$ cat src/rtl/cdb_writeback.sv
`default_nettype none
// ============================================================================
// Module      : cdb_writeback
// Description : Execute-result FIFO that broadcasts the oldest result on the
//               common data bus. Optional same-cycle empty-path bypass is
//               enabled by defining CDB_BYPASS_EN.
// Revision    : 1.0 - initial release
// ============================================================================
module cdb_writeback #(
    parameter int DEPTH  = 4,
    parameter int TAG_W  = 5,
    parameter int DATA_W = 32
) (
    input  logic                    clk,
    input  logic                    rst_n,
    input  logic                    flush,
    input  logic                    in_valid,
    output logic                    in_ready,
    input  logic [TAG_W-1:0]        in_tag,
    input  logic [DATA_W-1:0]       in_value,
    output logic                    cdb_valid,
    input  logic                    cdb_ready,
    output logic [TAG_W-1:0]        cdb_tag,
    output logic [DATA_W-1:0]       cdb_value,
    output logic [$clog2(DEPTH):0]  level
);

    localparam int                 c_PTR_W = $clog2(DEPTH);
    localparam int                 c_CNT_W = c_PTR_W + 1;
    localparam logic [c_CNT_W-1:0] c_FULL  = c_CNT_W'(DEPTH);

    logic [TAG_W-1:0]   r_tag_mem   [DEPTH];
    logic [DATA_W-1:0]  r_value_mem [DEPTH];
    logic [c_PTR_W-1:0] r_wr_ptr;
    logic [c_PTR_W-1:0] r_rd_ptr;
    logic [c_CNT_W-1:0] r_count;

    logic w_empty;
    logic w_full;
    logic w_push;
    logic w_pop;

    assign w_empty  = (r_count == '0);
    assign w_full   = (r_count == c_FULL);
    assign in_ready = !w_full;
    assign level    = r_count;
    assign w_pop    = !w_empty & cdb_ready & !flush;

`ifdef CDB_BYPASS_EN
    logic w_bypass;

    // An empty FIFO forwards the incoming result straight onto the bus; it is
    // only stored when the bus does not take it this cycle.
    assign w_bypass  = w_empty & in_valid & !flush;
    assign w_push    = in_valid & !w_full & !flush & !(w_bypass & cdb_ready);
    assign cdb_valid = !w_empty | w_bypass;
    assign cdb_tag   = w_bypass ? in_tag   : (w_empty ? '0 : r_tag_mem[r_rd_ptr]);
    assign cdb_value = w_bypass ? in_value : (w_empty ? '0 : r_value_mem[r_rd_ptr]);
`else
    assign w_push    = in_valid & !w_full & !flush;
    assign cdb_valid = !w_empty;
    assign cdb_tag   = w_empty ? '0 : r_tag_mem[r_rd_ptr];
    assign cdb_value = w_empty ? '0 : r_value_mem[r_rd_ptr];
`endif

    always_ff @(posedge clk or negedge rst_n) begin
        if (!rst_n) begin
            r_wr_ptr <= '0;
            r_rd_ptr <= '0;
            r_count  <= '0;
        end else if (flush) begin
            r_wr_ptr <= '0;
            r_rd_ptr <= '0;
            r_count  <= '0;
        end else begin
            if (w_push) begin
                r_wr_ptr <= r_wr_ptr + c_PTR_W'(1);
            end
            if (w_pop) begin
                r_rd_ptr <= r_rd_ptr + c_PTR_W'(1);
            end
            case ({w_push, w_pop})
                2'b10:   r_count <= r_count + c_CNT_W'(1);
                2'b01:   r_count <= r_count - c_CNT_W'(1);
                default: r_count <= r_count;
            endcase
        end
    end

    // Storage is intentionally left unreset; emptiness gates the outputs.
    always_ff @(posedge clk) begin
        if (w_push) begin
            r_tag_mem[r_wr_ptr]   <= in_tag;
            r_value_mem[r_wr_ptr] <= in_value;
        end
    end

endmodule
`default_nettype wire
$ cat config.mk
export PLATFORM = sky130hd
export DESIGN_NAME = cdb_writeback
export DESIGN_NICKNAME = d
export VERILOG_FILES = /design/src/rtl/cdb_writeback.sv
export SDC_FILE = /design/constraint.sdc
export NUM_CORES = 1
export LEC_CHECK = 0
export CAP_MARGIN = 5
export CORE_MARGIN = 2
export CORE_UTILIZATION = 25
export CTS_BUF_LIST = sky130_fd_sc_hd__clkbuf_8
export CTS_CLUSTER_DIAMETER = 60
export DETAILED_ROUTE_END_ITERATION = 8
export DONT_BUFFER_PORTS = 1
export PLACE_DENSITY = 0.36
export SLEW_MARGIN = 20
export SYNTH_ARGS = -nofsm -noshare
export SYNTH_HDL_FRONTEND = slang
export SYNTH_SLANG_ARGS = --single-unit
$ cat constraint.sdc
create_clock -name clk -period 7.8 [get_ports clk]
set_clock_uncertainty 0.1 [all_clocks]
set_input_delay 0.78 -clock clk [delete_from_list [all_inputs] [get_ports clk]]
set_output_delay 0.78 -clock clk [all_outputs]
set_load 0.03 [all_outputs]
; After elaboration in Yosys (flattened, before gate mapping)
; Memories as Yosys holds them, arrays and structs flattened.
; Index checks and enable logic that the tools add are counted.
[op_classes]
bitwise_logic = 4
n_eq_ne = 3
n_mux = 10
add_sub_neg = 4
reduce_logical = 7
[ops]
columns = op, count
row1 = $mux W32, 1
row2 = $mux W2, 4
row3 = $pmux W3 S2, 1
row4 = $mux W5, 1
row5 = $add A2 B1 Y2 const B, 2
row6 = $and A1 B1 Y1, 4
row7 = $reduce_bool A2 Y1, 2
row8 = $add A3 B1 Y3 const B, 1
row9 = $eq A3 B3 Y1 const B, 1
row10 = $logic_not A1 Y1, 3
row11 = $logic_not A3 Y1, 1
row12 = $mux W3, 1
row13 = $reduce_bool A3 Y1, 1
row14 = $sub A3 B1 Y3 const B, 1
row15 = $eq A2 B1 Y1 const B, 1
row16 = $eq A2 B2 Y1 const B, 1
row17 = $mux W1, 2
[totals]
ff_bits = 7
in_bits = 42
word_cells = 33
n_memories = 2
out_inout_bits = 42
ram_bits = 148
[mem_list]
columns = name, words, width, rd, rd_ports_with_merged_regs, wr, line_no
row1 = r_value_mem, 4, 32, 1, 0, 1, 33  ; logic [DATA_W-1:0] r_value_mem [DEPTH];
row2 = r_tag_mem, 4, 5, 1, 0, 1, 32  ; logic [TAG_W-1:0] r_tag_mem [DEPTH];

; Depth between registers and ports, before layout
; Gate-level depths: netlist of the first run.
[depth]
depth_word = 7
ltp_mapped = 9
mapped_depth_nobuf = 8

; Worst setup path after synthesis of the first run
; OpenSTA, ideal clock, no wires.
[synth_path]
path_type = reg-to-reg
start = register r_count[0], in the netlist level[0]
end = memory r_tag_mem[0][0] (enable)
period_less_slack_ns = 2.802
required_ns = 7.302
path_stages_with_launch = 5
path_slack_ns = 4.998
setup_ns = 0.398
n_path_buf = 2
arrival_ns = 2.304
path_cell_list = dfrtp_1 -> buf_2 -> or3b_1 -> clkbuf_1 -> and3_1
[synth_between]
elab_chain_len = 6
[synth_rtl]
columns = element, line_no
row1 = from (decl), 36  ; logic [c_CNT_W-1:0] r_count;
row2 = from (signal assigned), 83  ; 2'b10: r_count <= r_count + c_CNT_W'(1);
row3 = from (signal assigned), 84  ; 2'b01: r_count <= r_count - c_CNT_W'(1);
row4 = from (signal assigned), 85  ; default: r_count <= r_count;
row5 = $eq A3 B3 Y1, 44  ; assign w_full = (r_count == c_FULL);
row6 = $logic_not A1 Y1, --
row7 = via in_ready, 18  ; output logic in_ready,
row8 = $and A1 B1 Y1 (2 in series), 60  ; assign w_push = in_valid & !w_full & !flush;
row9 = $mux W1, 92  ; if (w_push) begin
row10 = $mux W1 (implied by the code), 93  ; r_tag_mem[r_wr_ptr] <= in_tag;
row11 = to (decl), 32
; The timed path passes the listed nets, and every way through them passes these cells.

; Worst setup path after layout of the first run
[layout_path]
start = register r_count[0], in the netlist level[0]
end = output cdb_value[31]
[layout_between]
elab_chain_len = 2
[layout_rtl]
columns = element, line_no
row1 = $logic_not A3 Y1, 43  ; assign w_empty = (r_count == '0);
row2 = $mux W32, 63  ; assign cdb_value = w_empty ? '0 : r_value_mem[r_rd_ptr];
row3 = to (decl), 24  ; output logic [DATA_W-1:0] cdb_value,
; Every way passes these cells.

==> summary.txt, run 1 <==
Placement
  – IO buf count: 0
  – Hpwl dp: 7740 µm
  – Placer congestion estimate: 0.647

Floorplanning
  – Core box area: 24200 µm²
  – Die extent in y: 161 µm
  – Die width: 161 µm
  – I/O pins: 84
  – Rows: 57
  – Die area: 25800 µm²
  – Initial Utilization: 25.3%

Clock tree
  – TritonCTS Buffers: 17
  – Clk buf depth: 2
  – CTS tree: built
  – # clock sinks: 155
  – Worst-Skew Late Latency: 450 ps
  – Postcts setup bufs: 0
  – H-tree Lvls: 4
  – Clock slew at reported path FFs: 80 ps
  – Clk root buf: clkbuf_8

GRT
  – Pin count of the biggest net entering global routing: 41
  – GRT Util Overall: 10.6%
  – First-pass GRT wire length: 19300 µm
  – Gr ovfl total: 0
  – Initial antenna violation count: 0
  – Vias in the first global route: 3072

Synthesis
  – Avg Synthesized Cell Area: 20.5 µm²
  – Top-area cell type share of the netlist area: 72.6%
  – Yosys reg bits: 155
  – Netlist cell types: 33
  – Synth Area in Simple Gates: 6.25%
  – Synth Instances: 299
  – YS warnings: 0
  – Syn_nets: 346
  – Adder-Cell Fraction of Synth Area: 1.14%
  – Post-synthesis mux area share: 13.8%
  – Post-synthesis instance area: 6120 µm²
  – Leading area contributor after synthesis: edfxtp_1
  – Synth area leaders: edfxtp_1 (73%), mux4_2 (14%), and2_1 (3.8%), dfrtp_1 (2.9%), ha_1 (0.82%)
  – XOR/XNOR share of the synthesized area: 0.572%
  – Largest family of logic cells by synthesized area: multiplexers
  – Register area share after synthesis: 75.4%
  – Synth Area in Compound Gates: 1.19%

Finish
  – Most common cell after layout, fill and taps aside: edfxtp_1
  – Most frequent cells in the layout: edfxtp_1 (148), mux4_2 (37), and2_1 (37), clkbuf_8 (17)
  – Diode count: 0
  – Share of layout cells above drive strength 1: 24.9%
  – Area grow syn2layout: 12.9%
  – Final #Nets: 355

Pwr
  – Static Leakage: 2.11 nW
  – VDD IR-drop max: 0.000105 V
  – Total power: 2.05 mW
  – Pwr/cell area: 296 nW/µm²

Run
  – Max_cap viols: 0

Critical path
  – CP Cell Sequence: nor3_1, inv_2, and2_1
  – Crit path kind: reg2out
  – Slowest cell on the critical path: dfrtp_1
  – Critical path's top delay family: flip-flops
  – Max stage delay on crit path: 700 ps
  – Critical path data arrival time: 2410 ps
  – Critical Path RT: 6920 ps
  – Worst setup EP type: output port
  – Nature of the critical path startpoint: flip-flop
  – CP max FO: 40
  – CP bufs+invs: 1

Min path
  – Hold Crit Class: in2reg

Detailed routing
  – DR WL/cell: 20.3 µm
  – Drt initial violations: 133
  – Vias: 2741
  – DRT Pass-1 Iters: 4
  – # DRC: 0
  – Total routed wirelength: 13100 µm
  – Vias/cell: 4.25
  – Antenna-violating nets left: 0

STA
  – Fmax: 304 MHz
  – Final Setup Violations: 0
  – Worst-margin pin slew: 861 ps
  – Final worst path period need: 3290 ps
  – Final Cycle Share: 42.2%
  – Setup TNS: 0 ps
  – Final hold vios: 0
  – Slew margin rel.: 42.6%
  – Slew Viols, Final: 0
  – RSZ-0062 raised after global routing: no

Status
  – Outcome: complete, no violations
final cells by class:
class	count	area, µm²
clock buffer	17	234
clock inverter	15	171
fill	2376	17300
inverter	5	18.8
multi-input combinational	123	1410
sequential	155	4620
tap	324	405
timing repair buffer	6	47.5
registers in the layout (all words and copies together) (netlist names):
name	flops
level	3
r_tag_mem	20
r_wr_ptr	2
r_rd_ptr	2
r_value_mem	128
synthesized netlist by cell type:
cell / count
buf_4: 2
nor2_1: 6
nor3b_1: 1
and2_1: 37
dfrtp_1: 7
xor2_1: 3
inv_1: 4
a311o_1: 1
o311ai_0: 1
buf_6: 1
edfxtp_1: 148
xnor2_1: 1
a21o_1: 1
or3b_1: 1
inv_2: 1
a31oi_1: 1
mux2i_1: 1
nor2b_1: 2
and2b_2: 1
nor3_1: 3
nand2_1: 6
and3_1: 4
ha_1: 4
mux4_2: 37
a21boi_0: 1
a2111oi_0: 2
or4_1: 1
nand3_1: 3
fa_1: 1
clkbuf_1: 8
nand2b_1: 1
a21oi_1: 3
buf_2: 5
path summary, 6_finish.rpt:
check,startpoint,to,slack (ps),cells past startpoint
min in group asynchronous,rst_n,level[2],570,1
worst min register to register,r_wr_ptr[1],r_wr_ptr[1],480,2
worst max-delay path,level[0],cdb_value[31],4510,3
max in group asynchronous,rst_n,r_rd_ptr[0],6730,1
worst min-delay path,flush,r_wr_ptr[1],290,1
worst max register to register,level[0],level[1],4550,8
routing by layer:
layer  routed length, µm  share of wire, %  track usage [%]  vias up
met4                 224               1.7             4.30        0
met1                5460                42             12.5     1449
met5                   0                 0                0        -
met3                 986               7.5             4.62       17
met2                6420                49             16.9       68
li1                    -                 -                -     1207
what timing repair did:
action,in CTS,in global routing
hold buffers,1,0
resized for setup,0,0
endpoints found under the hold margin,7,0
worst register-to-register path, delay by kind of cell, from the launching register on:
kind	cells	cell delay, ps
adder cells (fa/ha/maj)	1	480
AO/OA/AOI/OAI	2	510
flip-flops	1	700
buffers and inverters	1	630
AND/OR/NAND/NOR	4	710
kinds of logic after synthesis:
| kind of cell | after synthesis |
|---|---|
| flops | 155 |
| simple gates | 66 |
| mux | 38 |
| buf+inv | 21 |
| compound gates | 10 |
| fa+ha+maj | 5 |
| xor+xnor | 4 |
power by group:
part / leakage, nW / internal [mW] / switching, mW
registers: 1.43 / 0.952 / 0.0637
logic: 0.481 / 0.136 / 0.273
clock network: 0.195 / 0.315 / 0.307
total: 2.11 / 1.40 / 0.644
metrics by stage:
stage	cell area [µm²]	setup WS, ps	instances	hold WS [ps]	utilization [%]
2_1_floorplan	6120	5000	299	384	-
3_3_place_gp	6490	4560	612	385	26.9
3_5_place_dp	6490	4460	612	385	26.9
4_1_cts	6910	4390	645	250	28.6
5_1_grt	6910	4190	645	244	28.6
6_report	6910	4510	645	291	28.6
Note: power is estimated with default switching activity, not from simulation.
==> run 2: changes to the inputs <==
--- a/config.mk
+++ b/config.mk
@@ -5,6 +5,7 @@
 export SDC_FILE = /design/constraint.sdc
 export NUM_CORES = 1
 export LEC_CHECK = 0
+export ABC_AREA = 1
 export CAP_MARGIN = 5
 export CORE_MARGIN = 2
 export CORE_UTILIZATION = 25
==> constraint.sdc (replaced) <==
create_clock -name clk -period 3.44 [get_ports clk]
set_clock_uncertainty 0.1 [all_clocks]
set_input_delay 0.344 -clock clk [delete_from_list [all_inputs] [get_ports clk]]
set_output_delay 0.344 -clock clk [all_outputs]
set_load 0.03 [all_outputs]
==> run 2 against run 1 <==
  * Clock-buffer cell count did not move
  * Power rose to 2.8 times the previous value
  * Sequential power rose by 120%
  * Largest power group unchanged
  * Critical path depth rose by 3
  * Synthesized cell count rose by 67%
  * Synthesized area rose by 0.84%
  * Non-clock buffer count rose by 81
  * Register-to-register slack got worse by 3800 ps
  * Highest routed layer unchanged
  * Die area rose by 0.82%
  * Cell area rose by 10%
==> summary.txt, run 2 <==
STA
  – Worst-margin pin slew: 899 ps (was 861 ps)
  – Final worst path period need: 3140 ps
  – Slew Viols, Final: 0 (unchanged)
  – RSZ-0062 raised after global routing: no (unchanged)
  – Final hold vios: 0 (unchanged)
  – Final Setup Violations: 0 (unchanged)
  – Fmax: 318 MHz
  – Slew margin rel.: 40.1% (was 42.6%)
  – Setup TNS: 0 ps (unchanged)
  – Final Cycle Share: 91.4%

Synthesis
  – Leading area contributor after synthesis: edfxtp_1 (unchanged)
  – Synth Area in Simple Gates: 11.1% (was 6.25%)
  – Netlist cell types: 21 (was 33)
  – Most frequent cells after synthesis: nor2_1 (153), edfxtp_1 (148), o21ai_0 (47), a21oi_1 (40), o21ai_1 (31) (was edfxtp_1 (148), and2_1 (37), mux4_2 (37), clkbuf_1 (8), dfrtp_1 (7))
  – Yosys reg bits: 155 (unchanged)
  – Most common cell in the netlist: nor2_1 (was edfxtp_1)
  – Largest family of logic cells by synthesized area: simple AND/OR/NAND/NOR gates (was multiplexers)
  – XOR/XNOR share of the synthesized area: 0.142% (was 0.572%)
  – Syn_nets: 547 (was 346)
  – Post-synthesis mux area share: 0% (was 13.8%)
  – Top-area cell type share of the netlist area: 72.0% (was 72.6%)
  – Post-synthesis instance area: 6170 µm² (was 6120 µm²)
  – Post-synth EDFFs: 148 (unchanged)
  – Ys flop type: edfxtp_1 (unchanged)
  – Synth Instances: 500 (was 299)
  – Register area share after synthesis: 74.8% (was 75.4%)
  – YS warnings: 0 (unchanged)
  – Async SR Flop Fraction: 4.52% (unchanged)
  – Avg Synthesized Cell Area: 12.3 µm² (was 20.5 µm²)
  – Synth area leaders: edfxtp_1 (72%), nor2_1 (9.3%), o21ai_0 (3.8%), a21oi_1 (3.2%), dfrtp_1 (2.8%) (was edfxtp_1 (73%), mux4_2 (14%), and2_1 (3.8%), dfrtp_1 (2.9%), ha_1 (0.82%))
  – Adder-Cell Fraction of Synth Area: 1.13% (was 1.14%)
  – Synth Area in Compound Gates: 9.69% (was 1.19%)

Detailed routing
  – Antenna-violating nets left: 0 (unchanged)
  – Total routed wirelength: 15000 µm (was 13100 µm)
  – Routed wl met2: 7610 µm (was 6420 µm)
  – # DRC: 0 (unchanged)
  – Drt initial violations: 207 (was 133)
  – Vias/cell: 4.24 (was 4.25)
  – DRT Pass-1 Iters: 4 (unchanged)
  – Uppermost layer routed: met4 (unchanged)
  – DR WL/cell: 16.4 µm (was 20.3 µm)
  – Vias: 3873 (was 2741)
  – Met3 WL post-DR: 597 µm (was 986 µm)
  – M1 WL: 6580 µm (was 5460 µm)

GRT
  – Gr ovfl total: 0 (unchanged)
  – Pin count of the biggest net entering global routing: 76 (was 41)
  – Initial antenna violation count: 0 (unchanged)
  – First-pass GRT wire length: 23100 µm (was 19300 µm)
  – GRT Util Overall: 11.9% (was 10.6%)
  – Vias in the first global route: 3984 (was 3072)

Clock tree
  – Clk buf depth: 2 (unchanged)
  – # clock sinks: 155 (unchanged)
  – H-tree Lvls: 4 (unchanged)
  – Clk root buf: clkbuf_8 (unchanged)
  – Worst-Skew Late Latency: 440 ps (was 450 ps)
  – TritonCTS Buffers: 17 (unchanged)
  – PostCTS Resize Cnt: 0 (unchanged)
  – CTS tree: built (unchanged)
  – Clock slew at reported path FFs: 80 ps (about the same)

Critical path
  – Nature of the critical path startpoint: flip-flop (unchanged)
  – Critical path data arrival time: 2700 ps (was 2410 ps)
  – Worst setup EP type: output port (unchanged)
  – Reg2reg setup slack: 790 ps (was 4550 ps)
  – Critical Path RT: 3000 ps (was 6920 ps)
  – CP max FO: 24 (was 40)
  – R2R depth: 7 (was 8)
  – Crit path kind: reg2out (unchanged)

Run
  – Max_cap viols: 0 (unchanged)

Pwr
  – VDD IR-drop max: 0.000283 V (was 0.000105 V)
  – Pwr/cell area: 742 nW/µm² (was 296 nW/µm²)
  – Static Leakage: 2.62 nW (was 2.11 nW)

Placement
  – IO buf count: 0 (unchanged)
  – Cell Area, Placed: 6860 µm² (was 6490 µm²)
  – Placer congestion estimate: 0.751 (was 0.647)
  – Hpwl dp: 8280 µm (was 7740 µm)

Finish
  – Largest register FFs: 128 (unchanged)
  – Diode count: 0 (unchanged)
  – Most frequent cells in the layout: nor2_1 (149), edfxtp_1 (148), o21ai_0 (47), buf_4 (44) (was edfxtp_1 (148), mux4_2 (37), and2_1 (37), clkbuf_8 (17))
  – Area grow syn2layout: 23.1% (was 12.9%)
  – Filler cells: 2481 (was 2376)
  – Finished Cell Area: 7600 µm² (was 6910 µm²)
  – Final #Nets: 626 (was 355)
  – Most common cell after layout, fill and taps aside: nor2_1 (was edfxtp_1)
  – Top reg by flops: r_value_mem (unchanged)
  – Multi-input gate area: 1390 µm² (was 1410 µm²)
  – Flip-flop and latch area: 4620 µm² (about the same)
  – Share of layout cells above drive strength 1: 14.9% (was 24.9%)

Floorplanning
  – Die area: 26000 µm² (was 25800 µm²)
  – Die extent in y: 161 µm (about the same)
  – Rows: 57 (unchanged)
  – Initial Utilization: 25.4% (was 25.3%)
  – Core box area: 24300 µm² (was 24200 µm²)
  – I/O pins: 84 (unchanged)
  – Die width: 161 µm (about the same)

Status
  – Outcome: complete, no violations (unchanged)

Min path
  – Hold depth: 3 (was 1)
  – Hold Crit Class: in2reg (unchanged)
[run 2: changes by cell type in the layout (fill, tap and decap cells not counted), sizes merged, moves of 6 or more]
| cell | before | now |
|---|---|---|
| a21oi | 3 | 40 |
| and2 | 37 | 0 |
| buf | 5 | 47 |
| dlygate4sd3 | 1 | 40 |
| inv | 9 | 15 |
| mux4 | 37 | 0 |
| nand2 | 6 | 22 |
| nor2 | 6 | 155 |
| o21ai | 0 | 78 |
[run 2: what timing repair did]
| action | CTS | global route |
|---|---|---|
| hold endpoints to repair | 160 | 0 |
| hold buffers | 40 | 0 |
| buffers inserted | 0 | 0 |
[run 2: layout make-up]
cell class / instances / share of cell area [%]
inverters: 14 / 0.692
multi-input cells: 304 / 18.3
repair buffers: 87 / 10.4
clock buffers: 17 / 3.08
well taps: 324 / 5.34
flip-flops and latches: 155 / 60.8
clock inverters: 12 / 1.35
[run 2: worst max-delay path, cell delays in order, from the launching register on]
cell and delay (ps):
dfrtp_1 550, nor2_2 220, nand2_1 310, inv_2 570, buf_4 340, a21oi_1 80
buf_4 180
[run 2: routing by layer]
layer	global-route usage [%]	vias to the layer above
met5	0	-
met4	3.49	0
met3	3.29	12
met2	20.6	83
met1	14.7	1874
li1	-	1904
[run 2: final timing paths]
check | endpoint | start
setup / recovery | cdb_value[19] | level[0]
hold / removal | r_wr_ptr[0] | in_valid
setup reg to reg | r_value_mem[0][18] | level[0]
hold reg to reg | r_wr_ptr[0] | r_wr_ptr[0]
max in group asynchronous | r_rd_ptr[0] | rst_n
min in group asynchronous | level[0] | rst_n
[run 2: logic make-up (layout without fill, tap and decap cells)]
kind of cell	count (synthesis)	in the layout
flip-flops	155	155
adder cells (fa/ha/maj)	5	5
AO/OA/AOI/OAI	119	119
AND/OR/NAND/NOR	179	179
buffers and inverters	41	130
XOR/XNOR	1	1
[run 2: report_power, final]
group | switching, mW | total (mW) | internal, mW | leakage (nW)
clock | 0.669 | 1.22 | 0.554 | 0.167
combinational | 1.50 | 2.15 | 0.651 | 1.02
sequential | 0.0763 | 2.27 | 2.19 | 1.43
total | 2.24 | 5.64 | 3.40 | 2.62
[run 2: per-stage QoR]
stage	cells	util, %	hold WS, ps	power [mW]	worst slack (ps)
after global routing	913	31.2	98.6	5.99	106
after floorplan	500	-	-51.6	3.69	49.1
final	913	31.2	89.6	5.64	297
after global placement	844	28.2	-51.4	4.44	785
after detailed placement	844	28.2	-51.5	4.46	740
after CTS	913	31.2	47.9	5.76	226
==> run 3: changes to the inputs <==
--- a/config.mk
+++ b/config.mk
@@ -7,13 +7,13 @@
 export LEC_CHECK = 0
 export ABC_AREA = 1
 export CAP_MARGIN = 5
-export CORE_MARGIN = 2
 export CORE_UTILIZATION = 25
 export CTS_BUF_LIST = sky130_fd_sc_hd__clkbuf_8
 export CTS_CLUSTER_DIAMETER = 60
 export DETAILED_ROUTE_END_ITERATION = 8
 export DONT_BUFFER_PORTS = 1
 export PLACE_DENSITY = 0.36
+export SETUP_SLACK_MARGIN = 0.4
 export SLEW_MARGIN = 20
 export SYNTH_ARGS = -nofsm -noshare
 export SYNTH_HDL_FRONTEND = slang
==> run 3 against run 2 <==
  * Hold slack worse by 16 ps
  * Core utilization is 0.40 points higher
  * Critical path type unchanged
  * Worst setup slack better by 400 ps
  * Global-route usage is 0.72 points higher
  * Clock power is 11% higher
  * Clock-buffer cell count stayed put
  * Register-to-register slack better by 100 ps
  * Sequential power hardly changed
==> summary.txt, run 3 (synthesized netlist as in run 2, its figures left out) <==
Floorplanning
  – Die width: 159 µm (was 161 µm)
  – Die extent in y: 159 µm (was 161 µm)
  – I/O pins: 84 (unchanged)
  – Die area: 25300 µm² (was 26000 µm²)
  – Rows: 57 (unchanged)
  – Core box area: 24200 µm² (was 24300 µm²)
  – Initial Utilization: 25.5% (was 25.4%)

Critical path
  – Max stage delay on crit path: 550 ps (was 570 ps)
  – Critical path's top delay family: buffers and inverters (unchanged)
  – Reg2reg setup slack: 890 ps (was 790 ps)
  – Slowest cell on the critical path: dfrtp_1 (was inv_2)
  – Critical path data arrival time: 2300 ps (was 2700 ps)
  – CP Cell Sequence: nor2_2, nand2_1, inv_2, buf_6, a21oi_1, buf_4 (was nor2_2, nand2_1, inv_2, buf_4, a21oi_1, buf_4)
  – CP bufs+invs: 3 (unchanged)
  – Worst setup EP type: output port (unchanged)
  – Critical Path RT: 3000 ps (about the same)
  – CP max FO: 37 (was 24)
  – Crit path kind: reg2out (unchanged)
  – Nature of the critical path startpoint: flip-flop (unchanged)

STA
  – Worst-margin pin slew: 841 ps (was 899 ps)
  – Setup TNS: 0 ps (unchanged)
  – Slew margin rel.: 43.9% (was 40.1%)
  – Final worst path period need: 2740 ps (was 3140 ps)
  – Final Setup Violations: 0 (unchanged)
  – Fmax: 364 MHz (was 318 MHz)
  – RSZ-0062 raised after global routing: no (unchanged)
  – Final Cycle Share: 79.8% (was 91.4%)
  – Final hold vios: 0 (unchanged)
  – Final worst setup slack: 695 ps (was 297 ps)
  – Slew Viols, Final: 0 (unchanged)

Clock tree
  – TritonCTS Buffers: 17 (unchanged)
  – Clock slew at reported path FFs: 90 ps (was 80 ps)
  – Clk buf depth: 2 (unchanged)
  – Worst-Skew Late Latency: 440 ps (about the same)
  – # clock sinks: 155 (unchanged)
  – CTS tree: built (unchanged)
  – Postcts setup bufs: 0 (unchanged)
  – H-tree Lvls: 4 (unchanged)
  – Clk root buf: clkbuf_8 (unchanged)

Placement
  – Cell Area, Placed: 6860 µm² (about the same)
  – Placer congestion estimate: 0.746 (was 0.751)
  – Hpwl dp: 8910 µm (was 8280 µm)
  – IO buf count: 0 (unchanged)
  – DP Worst Slack: 870 ps (was 740 ps)
  – DP Cell Count: 848 (was 844)

Pwr
  – Total power: 5.80 mW (was 5.64 mW)
  – VDD IR-drop max: 0.000279 V (was 0.000283 V)
  – Static Leakage: 2.66 nW (was 2.62 nW)
  – Pwr/cell area: 755 nW/µm² (was 742 nW/µm²)

Finish
  – Share of layout cells above drive strength 1: 16.1% (was 14.9%)
  – Largest register FFs: 128 (unchanged)
  – Area grow syn2layout: 24.3% (was 23.1%)
  – Finished Cell Area: 7670 µm² (was 7600 µm²)
  – Final #Nets: 630 (was 626)
  – Most common cell after layout, fill and taps aside: nor2_1 (unchanged)
  – Top reg by flops: r_value_mem (unchanged)
  – Cell Count, Final, Fillers Out: 921 (was 913)
  – Most frequent cells in the layout: nor2_1 (149), edfxtp_1 (148), buf_4 (49), o21ai_0 (47) (was nor2_1 (149), edfxtp_1 (148), o21ai_0 (47), buf_4 (44))
  – Filler cells: 2494 (was 2481)

Detailed routing
  – DRT Pass-1 Iters: 6 (was 4)
  – Antenna-violating nets left: 0 (unchanged)
  – # DRC: 0 (unchanged)
  – DR WL/cell: 16.3 µm (was 16.4 µm)
  – Drt initial violations: 214 (was 207)
  – Vias: 3904 (was 3873)
  – Total routed wirelength: 15000 µm (about the same)
  – Vias/cell: 4.24 (about the same)

GRT
  – First-pass GRT wire length: 24000 µm (was 23100 µm)
  – GRT Util Overall: 12.7% (was 11.9%)
  – Pin count of the biggest net entering global routing: 76 (unchanged)
  – Initial antenna violation count: 1 (was 0)
  – Gr ovfl total: 0 (unchanged)
  – Vias in the first global route: 4022 (was 3984)

Status
  – Outcome: complete, no violations (unchanged)

Run
  – Max_cap viols: 0 (unchanged)

Min path
  – Hold Crit Class: in2reg (unchanged)
run 3: cell count changes in the layout (fill, tap and decap cells not counted), moves of 2 or more:
| cell | change |
|---|---|
| clkinvlp_4 | -2 |
| buf_12 | -3 |
| buf_6 | +2 |
| inv_8 | +5 |
| buf_4 | +5 |
| clkinv_8 | +4 |
| clkinv_2 | -4 |
run 3: worst reg2reg max path, stage by stage, from the launching register on:
cell     delay, ps
dfrtp_1        620
nor2_2         110
nand2_1        290
nand2_2        130
nor2_1         230
inv_1          220
nor2_4         140
buf_4          370
run 3: routing by layer:
layer  vias to the layer above  GRT usage [%]  share of wire, %
li1                       1911              -                 -
met4                         0           3.98               1.0
met1                      1882           15.8                44
met5                         -              0                 0
met2                        99           21.3                49
met3                        12           3.41               5.2
run 3: path summary, 6_finish.rpt:
path                        startpoint         endpoint  cells past startpoint
setup / recovery              level[0]    cdb_value[14]                      6
hold / removal                in_valid      r_wr_ptr[0]                      3
setup reg to reg              level[0]  r_tag_mem[1][2]                      7
hold reg to reg            r_wr_ptr[1]      r_wr_ptr[1]                      2
max in group asynchronous        rst_n      r_rd_ptr[0]                      1
min in group asynchronous        rst_n         level[1]                      1
run 3: layout make-up:
| class | instances | area [µm²] | share of cell area [%] |
|---|---|---|---|
| Timing Repair Buffer | 91 | 791 | 10.3 |
| Antenna cell | 1 | 2.50 | 0.0326 |
| Tap cell | 324 | 405 | 5.28 |
| Clock buffer | 17 | 234 | 3.05 |
| Multi-Input combinational cell | 304 | 1390 | 18.1 |
| Clock inverter | 15 | 173 | 2.25 |
| Sequential cell | 155 | 4620 | 60.3 |
| Inverter | 14 | 52.6 | 0.685 |
run 3: repair_timing:
item / 4_1_cts / 5_1_grt
endpoints found under the setup margin: 0 / 12
resized for setup: 0 / 2
hold buffers: 40 / 0
hold endpoints to repair: 159 / 0
run 3: metrics by stage:
step / hold WS [ps] / utilization [%]
after floorplan: -51.6 / -
after global placement: -51.4 / 28.3
after detailed placement: -51.5 / 28.3
after CTS: 40.5 / 31.6
after global routing: 62.2 / 31.6
final: 73.4 / 31.6
run 3: power by group:
group,total [mW],leakage [nW],switching (mW),internal (mW)
Clock,1.36,0.202,0.807,0.554
Combinational,2.17,1.03,1.51,0.660
Sequential,2.27,1.43,0.0788,2.19
Total,5.80,2.66,2.39,3.41
